## config.mk

```make
export PLATFORM = sky130hd
export DESIGN_NAME = inst_pre_decode
export DESIGN_NICKNAME = d
export VERILOG_FILES = /design/src/rtl/inst_pre_decode.sv
export SDC_FILE = /design/constraint.sdc
export NUM_CORES = 1
export LEC_CHECK = 0
export BUFFER_PORTS_ARGS = -buffer_cell sky130_fd_sc_hd__clkbuf_2
export CORE_ASPECT_RATIO = 0.75
export CORE_MARGIN = 8
export CORE_UTILIZATION = 49
export CTS_BUF_LIST = sky130_fd_sc_hd__clkbuf_4 sky130_fd_sc_hd__clkbuf_8 sky130_fd_sc_hd__clkbuf_16
export CTS_CLUSTER_DIAMETER = 200
export DETAILED_ROUTE_END_ITERATION = 7
export PLACE_DENSITY = 0.74
export REMOVE_ABC_BUFFERS = 1
export SLEW_MARGIN = 20
export SYNTH_ARGS = -nofsm -noshare
export SYNTH_HDL_FRONTEND = slang
export SYNTH_SLANG_ARGS = --single-unit
```

## constraint.sdc

```tcl
create_clock -name Clk -period 10.4 [get_ports Clk]
set_input_delay 2.08 -clock Clk [delete_from_list [all_inputs] [get_ports Clk]]
set_output_delay 2.08 -clock Clk [all_outputs]
set_load 0.1 [all_outputs]
```

## src/rtl/inst_pre_decode.sv

```systemverilog
// Pre-decode stage: 2-entry skid FIFO, output packet register, lane compaction and control-flow marking.
// Optional macro PREDECODE_BRANCH_REDIRECT_EN adds B/BL target prediction, lane truncation and fetch redirect.
module inst_pre_decode #(
  parameter int FIFO_DEPTH = 2,
  parameter int ADDR_W     = 32
) (
  input  logic              Clk,
  input  logic              Rest,
  input  logic              FetchAble,
  output logic              FetchReady,
  input  logic [ADDR_W-1:0] FetchPc,
  input  logic [127:0]      FetchDate,
  input  logic              PreStop,
  input  logic              PreFlash,
  output logic              Pre1Able,
  output logic [ADDR_W-1:0] Pre1Addr,
  output logic [31:0]       Pre1Date,
  output logic              Pre1Part,
  output logic [ADDR_W-1:0] Pre1NAdr,
  output logic              Pre2Able,
  output logic [ADDR_W-1:0] Pre2Addr,
  output logic [31:0]       Pre2Date,
  output logic              Pre2Part,
  output logic [ADDR_W-1:0] Pre2NAdr,
  output logic              Pre3Able,
  output logic [ADDR_W-1:0] Pre3Addr,
  output logic [31:0]       Pre3Date,
  output logic              Pre3Part,
  output logic [ADDR_W-1:0] Pre3NAdr,
  output logic              Pre4Able,
  output logic [ADDR_W-1:0] Pre4Addr,
  output logic [31:0]       Pre4Date,
  output logic              Pre4Part,
  output logic [ADDR_W-1:0] Pre4NAdr,
  output logic              RedirectAble,
  output logic [ADDR_W-1:0] RedirectAddr
);

  localparam logic [1:0] DEPTH_C = 2'(FIFO_DEPTH);

  logic [ADDR_W-1:2] fifo_pc_q  [2];
  logic [127:0]      fifo_dat_q [2];
  logic              wr_ptr_q, wr_ptr_d, rd_ptr_q, rd_ptr_d;
  logic [1:0]        cnt_q, cnt_d;
  logic              out_vld_q, out_vld_d;
  logic [ADDR_W-1:2] out_pc_q;
  logic [127:0]      out_dat_q;
  logic              push, pop, redirect;
  logic [ADDR_W-1:0] redir_addr;
  logic              unused_pc;

  logic [3:0]        lane_able, lane_part;
  logic [ADDR_W-1:0] lane_addr [4];
  logic [ADDR_W-1:0] lane_nadr [4];
  logic [31:0]       lane_inst [4];

  function automatic logic is_cf(input logic [5:0] op);
    return (op >= 6'b010010) && (op <= 6'b011011);
  endfunction

`ifdef PREDECODE_BRANCH_REDIRECT_EN
  function automatic logic is_bbl(input logic [5:0] op);
    return op[5:1] == 5'b01010;
  endfunction

  function automatic logic [ADDR_W-1:0] br_target(input logic [ADDR_W-1:0] pc,
                                                  input logic [25:0] imm);
    logic signed [27:0] offs;
    offs = {imm[9:0], imm[25:10], 2'b00};
    return pc + {{(ADDR_W-28){offs[27]}}, offs};
  endfunction
`endif

  assign unused_pc = ^FetchPc[1:0];

  always_comb begin
    logic [1:0]        sl;
    logic [31:0]       w;
    logic [ADDR_W-1:0] a, n;
    logic              present, cut;
    present    = out_vld_q & ~PreStop & ~PreFlash;
    cut        = 1'b0;
    redirect   = 1'b0;
    redir_addr = '0;
    sl         = '0;
    w          = '0;
    a          = '0;
    n          = '0;
    for (int i = 0; i < 4; i++) begin
      sl = out_pc_q[3:2] + 2'(i);
      w  = out_dat_q[{sl, 5'd0} +: 32];
      a  = {out_pc_q[ADDR_W-1:4], sl, 2'b00};
      n  = a + ADDR_W'(4);
`ifdef PREDECODE_BRANCH_REDIRECT_EN
      if (is_bbl(w[31:26])) n = br_target(a, w[25:0]);
`endif
      lane_able[i] = present & (({1'b0, out_pc_q[3:2]} + 3'(i)) <= 3'd3) & ~cut;
`ifdef PREDECODE_BRANCH_REDIRECT_EN
      // First taken-looking B/BL ends the packet; younger lanes are wrong-path.
      if (lane_able[i] && is_bbl(w[31:26]) && (n != a + ADDR_W'(4))) begin
        cut        = 1'b1;
        redirect   = 1'b1;
        redir_addr = n;
      end
`endif
      lane_addr[i] = lane_able[i] ? a : '0;
      lane_inst[i] = lane_able[i] ? w : '0;
      lane_nadr[i] = lane_able[i] ? n : '0;
      lane_part[i] = lane_able[i] & is_cf(w[31:26]);
    end
  end

  always_comb begin
    FetchReady = (cnt_q != DEPTH_C) & ~PreFlash & ~redirect;
    push       = FetchAble & FetchReady;
    pop        = ~PreStop & ~PreFlash & ~redirect & (cnt_q != 2'd0);
    wr_ptr_d   = wr_ptr_q ^ push;
    rd_ptr_d   = rd_ptr_q ^ pop;
    cnt_d      = cnt_q + {1'b0, push} - {1'b0, pop};
    out_vld_d  = PreStop ? out_vld_q : (cnt_q != 2'd0);
    if (PreFlash | redirect) begin
      wr_ptr_d  = 1'b0;
      rd_ptr_d  = 1'b0;
      cnt_d     = 2'd0;
      out_vld_d = 1'b0;
    end
  end

  always_ff @(posedge Clk or negedge Rest) begin
    if (!Rest) begin
      wr_ptr_q  <= 1'b0;
      rd_ptr_q  <= 1'b0;
      cnt_q     <= 2'd0;
      out_vld_q <= 1'b0;
    end else begin
      wr_ptr_q  <= wr_ptr_d;
      rd_ptr_q  <= rd_ptr_d;
      cnt_q     <= cnt_d;
      out_vld_q <= out_vld_d;
    end
  end

  always_ff @(posedge Clk) begin
    if (push) begin
      fifo_pc_q[wr_ptr_q]  <= FetchPc[ADDR_W-1:2];
      fifo_dat_q[wr_ptr_q] <= FetchDate;
    end
    if (pop) begin
      out_pc_q  <= fifo_pc_q[rd_ptr_q];
      out_dat_q <= fifo_dat_q[rd_ptr_q];
    end
  end

  assign Pre1Able = lane_able[0];
  assign Pre1Addr = lane_addr[0];
  assign Pre1Date = lane_inst[0];
  assign Pre1Part = lane_part[0];
  assign Pre1NAdr = lane_nadr[0];
  assign Pre2Able = lane_able[1];
  assign Pre2Addr = lane_addr[1];
  assign Pre2Date = lane_inst[1];
  assign Pre2Part = lane_part[1];
  assign Pre2NAdr = lane_nadr[1];
  assign Pre3Able = lane_able[2];
  assign Pre3Addr = lane_addr[2];
  assign Pre3Date = lane_inst[2];
  assign Pre3Part = lane_part[2];
  assign Pre3NAdr = lane_nadr[2];
  assign Pre4Able = lane_able[3];
  assign Pre4Addr = lane_addr[3];
  assign Pre4Date = lane_inst[3];
  assign Pre4Part = lane_part[3];
  assign Pre4NAdr = lane_nadr[3];

  assign RedirectAble = redirect;
  assign RedirectAddr = redir_addr;

endmodule

```

# == Word-level counts from Yosys, hierarchy flattened ==
# Memories as Yosys holds them, arrays and structs flattened. A register that Yosys moved wholly into a read port is not among the register bits.
# Index checks and enable logic that the tools add are counted.
# op_classes
addsub,12
magnitude_cmp,12
n_eq_ne,2
n_shift,4
muxes,19
bitwise,18
n_reduce_logical,5
# ops
op,count
128-bit by 8-bit indexed part select with 32-bit output,4
32-bit two-way mux,12
32-bit by 3-bit adder with 32-bit output (second input constant),4
6-bit by 5-bit greater-or-equal comparator with 1-bit output (second input constant),4
6-bit by 5-bit less-or-equal comparator with 1-bit output (second input constant),4
1-bit AND,14
3-bit by 2-bit less-or-equal comparator with 1-bit output (second input constant),3
2-bit by 2-bit adder with 3-bit output (second input constant),2
1-bit two-way mux,6
2-bit adder (second input constant),2
1-bit logical AND,4
2-bit by 1-bit adder with 3-bit output (second input constant),1
2-bit by 1-bit adder with 2-bit output,1
2-bit by 1-bit adder with 2-bit output (second input constant),1
2-bit less-or-equal comparator (second input constant),1
2-bit two-way mux,1
2-bit by 1-bit != test with 1-bit output (second input constant),1
2-bit != test (second input constant),1
1-bit NOT,2
2-bit nonzero test,1
2-bit by 1-bit subtractor with 2-bit output,1
1-bit XOR,2
# word_totals
ff_bits,5
ramBits,316
input_bits,165
elab_cells,78
mem_count,2
# mem_list
name,words,width,read_ports,rd_clocked_by_memory_dff,wr,line_no,rtl
fifo_dat_q,2,128,1,1,1,42,logic [127:0] fifo_dat_q [2];
fifo_pc_q,2,30,1,1,1,41,logic [ADDR_W-1:2] fifo_pc_q [2];

# == Longest topological paths before layout ==
# Gate-level depths: netlist of run 1.
# logic_depth
depth_word,6
depth_mapped,12
mapped_depth_nobuf,9

# == Worst setup path before layout of run 1 ==
# Ideal clock, no wire load.
# synth_timing
path_kind,input to output
start,input port PreFlash
end,output port Pre4Part
arrival_time_ps,8228
slack_ps,92
stages,6
path_cell_list,or3b_1 > buf_2 > inv_2 > nand2_1 > a211oi_1 > nor4b_1
# synth_via
elab_chain_cells,4
# synth_rtl
item,line_no,rtl
"start, declared",14,"input logic PreFlash,"
1-bit NOT,81,present = out_vld_q & ~PreStop & ~PreFlash;
1-bit AND,81,
1-bit AND,97,"lane_able[i] = present & (({1'b0, out_pc_q[3:2]} + 3'(i)) <= 3'd3) & ~cut;"
1-bit AND,109,lane_part[i] = lane_able[i] & is_cf(w[31:26]);
"end, declared",33,"output logic Pre4Part,"
# Every way passes these cells.

# == Worst setup path in the final report of run 1 ==
# layout_timing
start,register out_pc_q[3] (netlist name) (read register of fifo_pc_q)
end,output port Pre2NAdr[31]
# layout_via
elab_chain_cells,4
word_cells_on_any_way,6
cone_classes,add/sub: 3; order compare: 1; mux: 1; bitwise: 1
# layout_rtl
item,line_no,rtl
"start, declared",46,logic [ADDR_W-1:2] out_pc_q;
"parallel branches: the longest is 3 deep, another holds 32-bit by 3-bit adder with 32-bit output",-,
32-bit two-way mux (*),108,lane_nadr[i] = lane_able[i] ? n : '0;
"end, declared",24,"output logic [ADDR_W-1:0] Pre2NAdr,"
# Every way passes the cells marked *.

==> summary.md, run 1 <==
| Metric | Value |
|---|---|
| Outcome | finished, final reports clean |
| Post-synthesis cell count | 1,665 |
| Clock Latency Late Sink | between 0.5 and 0.6 ns |
| Synth cell types | 49 |
| Crit path buffers/inverters | 4 |
| Dpl hpwl | roughly 46,000 um |
| DR iter-0 viols | 1,738 |
| CP delay by family, top | buffers and inverters |
| Synthesized flop and latch total | roughly 480 |
| RSZ-0062 raised after global routing | no |
| FF-to-FF setup slack | 7.55 ns |
| Setup bufs post-CTS | 0 |
| Count of final hold-check violations | 0 |
| Starting density of the core | 0.493 |
| Die height | 207 um |
| Total power | around 4.9 mW |
| Die X | about 270 um |
| Max Fclk | between 100 and 150 MHz |
| Reg power frac | 0.481 |
| DRC violations left | 0 |
| Top cell type's share of synthesized area | 0.598 |
| Nets@finish | 2,307 |
| Clk pwr share | 0.362 |
| Sw Ratio | 0.267 |
| Port bufs | approximately 540 |
| Cells along the critical path | buf_4 > inv_1 > ha_4 > buf_4 > nand3b_1 > or2_2 > nor4_1 > mux2_2 > clkbuf_2 |
| Combinational share of power | 0.157 |
| Count of flip-flops with a built-in enable after synthesis | 474 |
| Design area | approximately 28,000 sq um |
| Share of layout cells above drive strength 1 | 0.431 |
| Critical Path RT | around 8.3 ns |
| Routed WL per cell | 24.5 um |
| Vias in the first global route | about 17,000 |
| GR Overflow Total | 0 |
| Row count | 70 |
| Switching power | ~1.3 mW |
| First-pass GRT wire length | between 100,000 and 150,000 um |
| Drt first pass iters | 6 |
| Ys Warns | 0 |
| Critical path type | reg -> out |
| Synth area leader | edfxtp_1 |
| Commonest cells post-synth | edfxtp_1, mux2_2, nor2_1, mux4_2, and2_1 |
| Filler Cells Inserted | 3,817 |
| Crit path DAT | 5.49 ns |
| I/O Pins | between 500 and 600 |
| VDD IR max | roughly 0.14 mV |
| Final setup violating endpoints | 0 |
| Top post-synthesis cells by area | edfxtp_1, mux4_2, mux2_2 |
| Relative slew slack | 0.271 |
| Register Area | 14,400 sq um |
| Final wirelength | between 60,000 and 70,000 um |
| CTS root buf | clkbuf_16 |
| Startpoint Class | flop |
| Top_reg_cell synth | edfxtp_1 |
| Setup TNS | 0 ns |
| Resize count post-CTS | 0 |
| Top-count cell post-synth | edfxtp_1 |
| Cts bufs inserted | between 40 and 50 |
| Clk_skew | between 0.015 and 0.02 ns |
| Core area | a little under 50,000 sq um |
| WHS | about 0.53 ns |
| Standby leakage power | between 10 and 15 nW |
| Initial antenna violation count | 14 |
| Worst Tran Pin Value | between 1 and 1.5 ns |
| Post-synthesis cell area | around 24,000 sq um |
| Slew Viols, Final | 0 |
| Crit. path cell count | 9 |
| Longest Clk Path Bufs | 3 |
| Cell Int Power | approximately 3.6 mW |
| Crit path top cell by count | buf_4 |
| GRT Overall Usage | 0.234 |
| End-of-flow core utilization | 0.587 |
| Synth Area per Inst | between 10 and 15 sq um |
| Critical Path Fanout Max | 37 |
| Crit-path slowest cell | ha_4 |
| Multi-input logic area | approximately 8600 sq um |
| Post-CTS Hold Buffers | 0 |
| H-tree depth | 2 |
| Worst Hold Class | reg -> reg |
| Pre-CTS WS | about 3.2 ns |
| Crit-path max cell delay | 0.91 ns |
| Die area | ~56,000 sq um |
| GPL Wtd Cong | 0.924 |
| Vias | ~16,000 |
| Post-placement cell count | 2,731 |
| Max-cap violations | 0 |
| Post-route setup slack | ~2.8 ns |
| Asr flop ratio synth | 0.0104 |
| Sink Count | 479 |
| Final worst path period share | 0.728 |
| Post-route ant nets | 0 |
| Hold path cells | 1 |
| Power Dens Cells | 173 nW/um^2 |
| CTS clock-pin slew for the worst setup and hold paths | 0.06 ns |
| Post-DP Area | approximately 27,000 sq um |
| Post-synthesis sequential area ratio | 0.603 |
| Setup crit end kind | output pin |
| Largest net degree at the start of global routing | 107 |
| P&R area growth vs syn | 19.1% |
| Via/cell ratio | around 6 |
| CTS tree | done |
| Worst-case reg-to-reg path depth | 3 |
| Final Instance Count excl. Fillers | roughly 2,800 |
| Min cycle time layout | around 7.6 ns |
state kept, by name (all words and copies together) (netlist names):
name        count
fifo_dat_q    256
out_dat_q     128
fifo_pc_q      60
out_pc_q       30
cnt_q           2
out_vld_q       1
rd_ptr_q        1
wr_ptr_q        1
logic make-up (layout without fill, tap and decap cells):
kind of cell               after synthesis  count (layout)  synth area share
and+or+nand+nor                        504             504             0.114
DFF                                    479             479             0.603
muxes                                  315             315             0.193
buffers and inverters                  217             672            0.0458
AOI/OAI and AO/OA                       92              92            0.0216
xor gates and xnor gates                48              48            0.0177
adders and majority gates                9               9           0.00473
other                                    1              55          0.000157
worst paths after layout:
kind / from / end
worst max-delay path: out_pc_q[3]$_DFFE_PP_ / Pre2NAdr[31]
worst min-delay path: fifo_dat_q[0][76]$_DFFE_PP_ / out_dat_q[76]$_DFFE_PP_
worst max register to register: cnt_q[1]$_DFF_PN0_ / out_dat_q[61]$_DFFE_PP_
worst min register to register: fifo_dat_q[0][76]$_DFFE_PP_ / out_dat_q[76]$_DFFE_PP_
max in group asynchronous: Rest / rd_ptr_q$_DFF_PN0_
min in group asynchronous: Rest / cnt_q[0]$_DFF_PN0_
routing by layer:
metal / global-route usage / up-vias / routed length [um] / share of wire
met1: 0.293 / 8233 / 26000 / 0.38
met5: 0 / - / 119 / 0.0017
met4: 0.0876 / 18 / 2430 / 0.035
met2: 0.394 / 872 / 34200 / 0.49
li1: - / 7146 / - / -
met3: 0.0602 / 178 / 6450 / 0.093
area by class of cell:
type	count	share of cell area
sequential	479	0.506
multi-input combinational	1017	0.303
timing repair buffer	561	0.101
clock buffer	56	0.0451
tap	648	0.0286
clock inverter	29	0.0123
inverter	26	0.00370
antenna	6	0.000529
power groups by stage:
stage	Clock, mW	Combinational, mW	Sequential, mW
floorplan	0	0.593	2.42
global placement	0	0.759	2.39
detailed placement	0	0.771	2.40
CTS	1.81	0.775	2.36
global route	1.88	0.813	2.37
finish	1.77	0.769	2.36
cell usage in the layout (no fill, tap or decap), types with 9 or more instances in the layout:
cell | Yosys | layout
clkbuf_2 | 1 | 539
edfxtp_1 | 474 | 474
mux2_2 | 186 | 186
nor2_1 | 148 | 148
mux4_2 | 96 | 96
and2_1 | 94 | 94
and3_1 | 79 | 79
conb_1 | 1 | 49
clkbuf_16 | 0 | 49
a21oi_1 | 44 | 44
nor3_1 | 38 | 38
mux2i_1 | 33 | 33
nand2_1 | 31 | 31
or3_1 | 27 | 27
o21ai_0 | 27 | 27
xnor2_1 | 26 | 26
inv_1 | 24 | 23
xor2_1 | 22 | 22
buf_4 | 57 | 22
nand4_1 | 16 | 16
nand3_1 | 15 | 15
or4_1 | 15 | 15
o31ai_1 | 14 | 14
nor4_1 | 13 | 13
clkinv_1 | 0 | 9
clkinv_2 | 0 | 9
(Power assumes the default switching activity.)
==> inputs of run 2 (changes only) <==
==> constraint.sdc (replaced) <==
create_clock -name Clk -period 7.4 [get_ports Clk]
set_input_delay 1.48 -clock Clk [delete_from_list [all_inputs] [get_ports Clk]]
set_output_delay 1.48 -clock Clk [all_outputs]
set_load 0.1 [all_outputs]
==> run 2 against run 1 <==
Net effect:
- setup slack got worse by 1.3 ns
- critical endpoint unchanged
- worst hold slack about the same
- combinational power increased by 43%
- clock skew increased by 0.0044 ns
- clock-buffer cell count increased by 6
- wire length increased by 1.6%
- cell count increased by 0.28%
- critical path depth decreased by 2
- sequential cell count unchanged
- largest cell class unchanged
- via count decreased by 0.14%
- register-to-register slack got worse by 2.9 ns
==> summary.md, run 2 (synthesized netlist as in run 1, its figures left out) <==
| Metric | Value |
|---|---|
| Final wirelength | approximately 70,000 um |
| Standby leakage power | between 10 and 15 nW |
| FF-to-FF Start | cnt_q[1]$_DFF_PN0_ |
| GPL Wtd Cong | 0.894 |
| Worst Hold Class | reg -> reg |
| VDD IR max | between 0.2 and 0.3 mV |
| Hold path cells | 1 |
| Worst-case reg-to-reg path depth | 3 |
| RSZ-0062 raised after global routing | no |
| Vias in the first global route | around 16,000 |
| Min cycle time layout | 5.91 ns |
| H-tree depth | 2 |
| Max-cap violations | 0 |
| Slew Viols, Final | 0 |
| Nets@finish | 2,311 |
| DR iter-0 viols | about 1,600 |
| Share of layout cells above drive strength 1 | 0.433 |
| Clock Latency Late Sink | 0.57 ns |
| Critical path type | reg -> out |
| Register Area | between 10,000 and 15,000 sq um |
| Setup bufs post-CTS | 0 |
| Post-route ant nets | 0 |
| Cts bufs inserted | 48 |
| Row count | 70 |
| FF-to-FF setup slack | between 4 and 5 ns |
| Vias | approximately 16,000 |
| DRC violations left | 0 |
| Worst reg2reg endpoint | out_dat_q[13]$_DFFE_PP_ |
| Critical Path Fanout Max | 37 |
| Crit path DAT | around 4.4 ns |
| Max FFs per register | between 200 and 300 |
| Drt first pass iters | 6 |
| P&R area growth vs syn | 22.5% |
| Total power | between 6 and 7 mW |
| Final Instance Count excl. Fillers | between 2,000 and 3,000 |
| Top reg by flops | fifo_dat_q |
| Relative slew slack | 0.238 |
| Most frequent cells in the layout | clkbuf_2, edfxtp_1, mux2_2 |
| Count of final hold-check violations | 0 |
| I/O Pins | 591 |
| Final worst path period share | 0.798 |
| Largest net degree at the start of global routing | 110 |
| Max Fclk | approximately 170 MHz |
| Worst Tran Pin Value | around 1.1 ns |
| Filler Cells Inserted | ~3,700 |
| Dpl hpwl | approximately 47,000 um |
| Power Dens Cells | approximately 230 nW/um^2 |
| Sink Count | 479 |
| Multi-input logic area | 8590 sq um |
| Top Registers | fifo_dat_q x256, out_dat_q x128, fifo_pc_q x60 |
| WHS | roughly 0.53 ns |
| CTS tree | done |
| CTS root buf | clkbuf_16 |
| Die X | about 270 um |
| First-pass GRT wire length | slightly above 100,000 um |
| Core area | between 40,000 and 50,000 sq um |
| Final setup violating endpoints | 0 |
| Startpoint Class | flop |
| Post-CTS Hold Buffers | 0 |
| Longest Clk Path Bufs | 3 |
| Hold Path Sink | out_dat_q[57]$_DFFE_PP_ |
| Via/cell ratio | about 5.8 |
| Die area | 56,000 sq um |
| Commonest non-fill, non-tap cell in the layout | clkbuf_2 |
| Outcome | finished, final reports clean |
| GR Overflow Total | 0 |
| HP Start | fifo_dat_q[1][57]$_DFFE_PP_ |
| Clk_skew | slightly below 0.02 ns |
| Critical Path RT | roughly 6 ns |
| Die height | roughly 210 um |
| Setup crit end kind | output pin |
| Initial antenna violation count | 11 |
| Routed WL per cell | 24.9 um |
| CTS clock-pin slew for the worst setup and hold paths | approximately 0.060 ns |
| Port bufs | approximately 540 |
| GRT Overall Usage | 0.238 |
| Starting density of the core | 0.493 |
| Resize count post-CTS | 0 |
| Post-placement cell count | between 2,000 and 3,000 |
run 2: cell type report:
class                           count  share of cell area
Antenna cell                        7            0.000600
Clock buffer                       62              0.0454
Clock inverter                     26             0.00772
Inverter                           26             0.00360
Multi-Input combinational cell   1017               0.294
Sequential cell                   479               0.492
Tap cell                          648              0.0278
Timing Repair Buffer              565               0.129
run 2: per-stage QoR:
stage / instance area (sq um) / TNS [ns] / setup WS (ns) / util
2_1_floorplan: 23000 / -529.22 / -7.11 / -
3_3_place_gp: 27600 / 0 / 1.56 / 0.571
3_5_place_dp: 27600 / 0 / 1.55 / 0.571
4_1_cts: 29100 / 0 / 1.44 / 0.603
5_1_grt: 29200 / 0 / 1.33 / 0.603
6_report: 29200 / 0 / 1.49 / 0.604
run 2: where the power goes:
group	internal [mW]	leakage (nW)	switching (mW)	total, mW
Combinational	0.385	6.15	0.718	1.10
Sequential	3.20	4.40	0.119	3.32
Clock	1.38	0.774	1.02	2.39
run 2: critical path, stage by stage, from the launching register on:
cell and delay (ns):
edfxtp_1 0.38, inv_1 0.83, ha_4 0.66, nand3b_1 0.30
or2_2 0.48, nor4_1 0.41, mux2_2 0.39, clkbuf_2 0.39
run 2: how the worst max path moves through the flow:
stage                     startpoint           end  slack [ns]
2_1_floorplan  out_pc_q[2]$_DFFE_PP_      Pre4Part       -7.11
3_3_place_gp                PreFlash      Pre3Part        1.56
3_5_place_dp                PreFlash      Pre3Part        1.55
4_1_cts        out_pc_q[3]$_DFFE_PP_  Pre2NAdr[31]        1.44
5_1_grt        out_pc_q[3]$_DFFE_PP_  Pre2NAdr[31]        1.33
6_report       out_pc_q[3]$_DFFE_PP_  Pre2NAdr[31]        1.49
run 2: metal layers:
layer | global-route usage | wire length [um]
met1 | 0.291 | 26300
met2 | 0.411 | 35500
met3 | 0.0646 | 6590
met4 | 0.0766 | 1970
met5 | 0 | 69
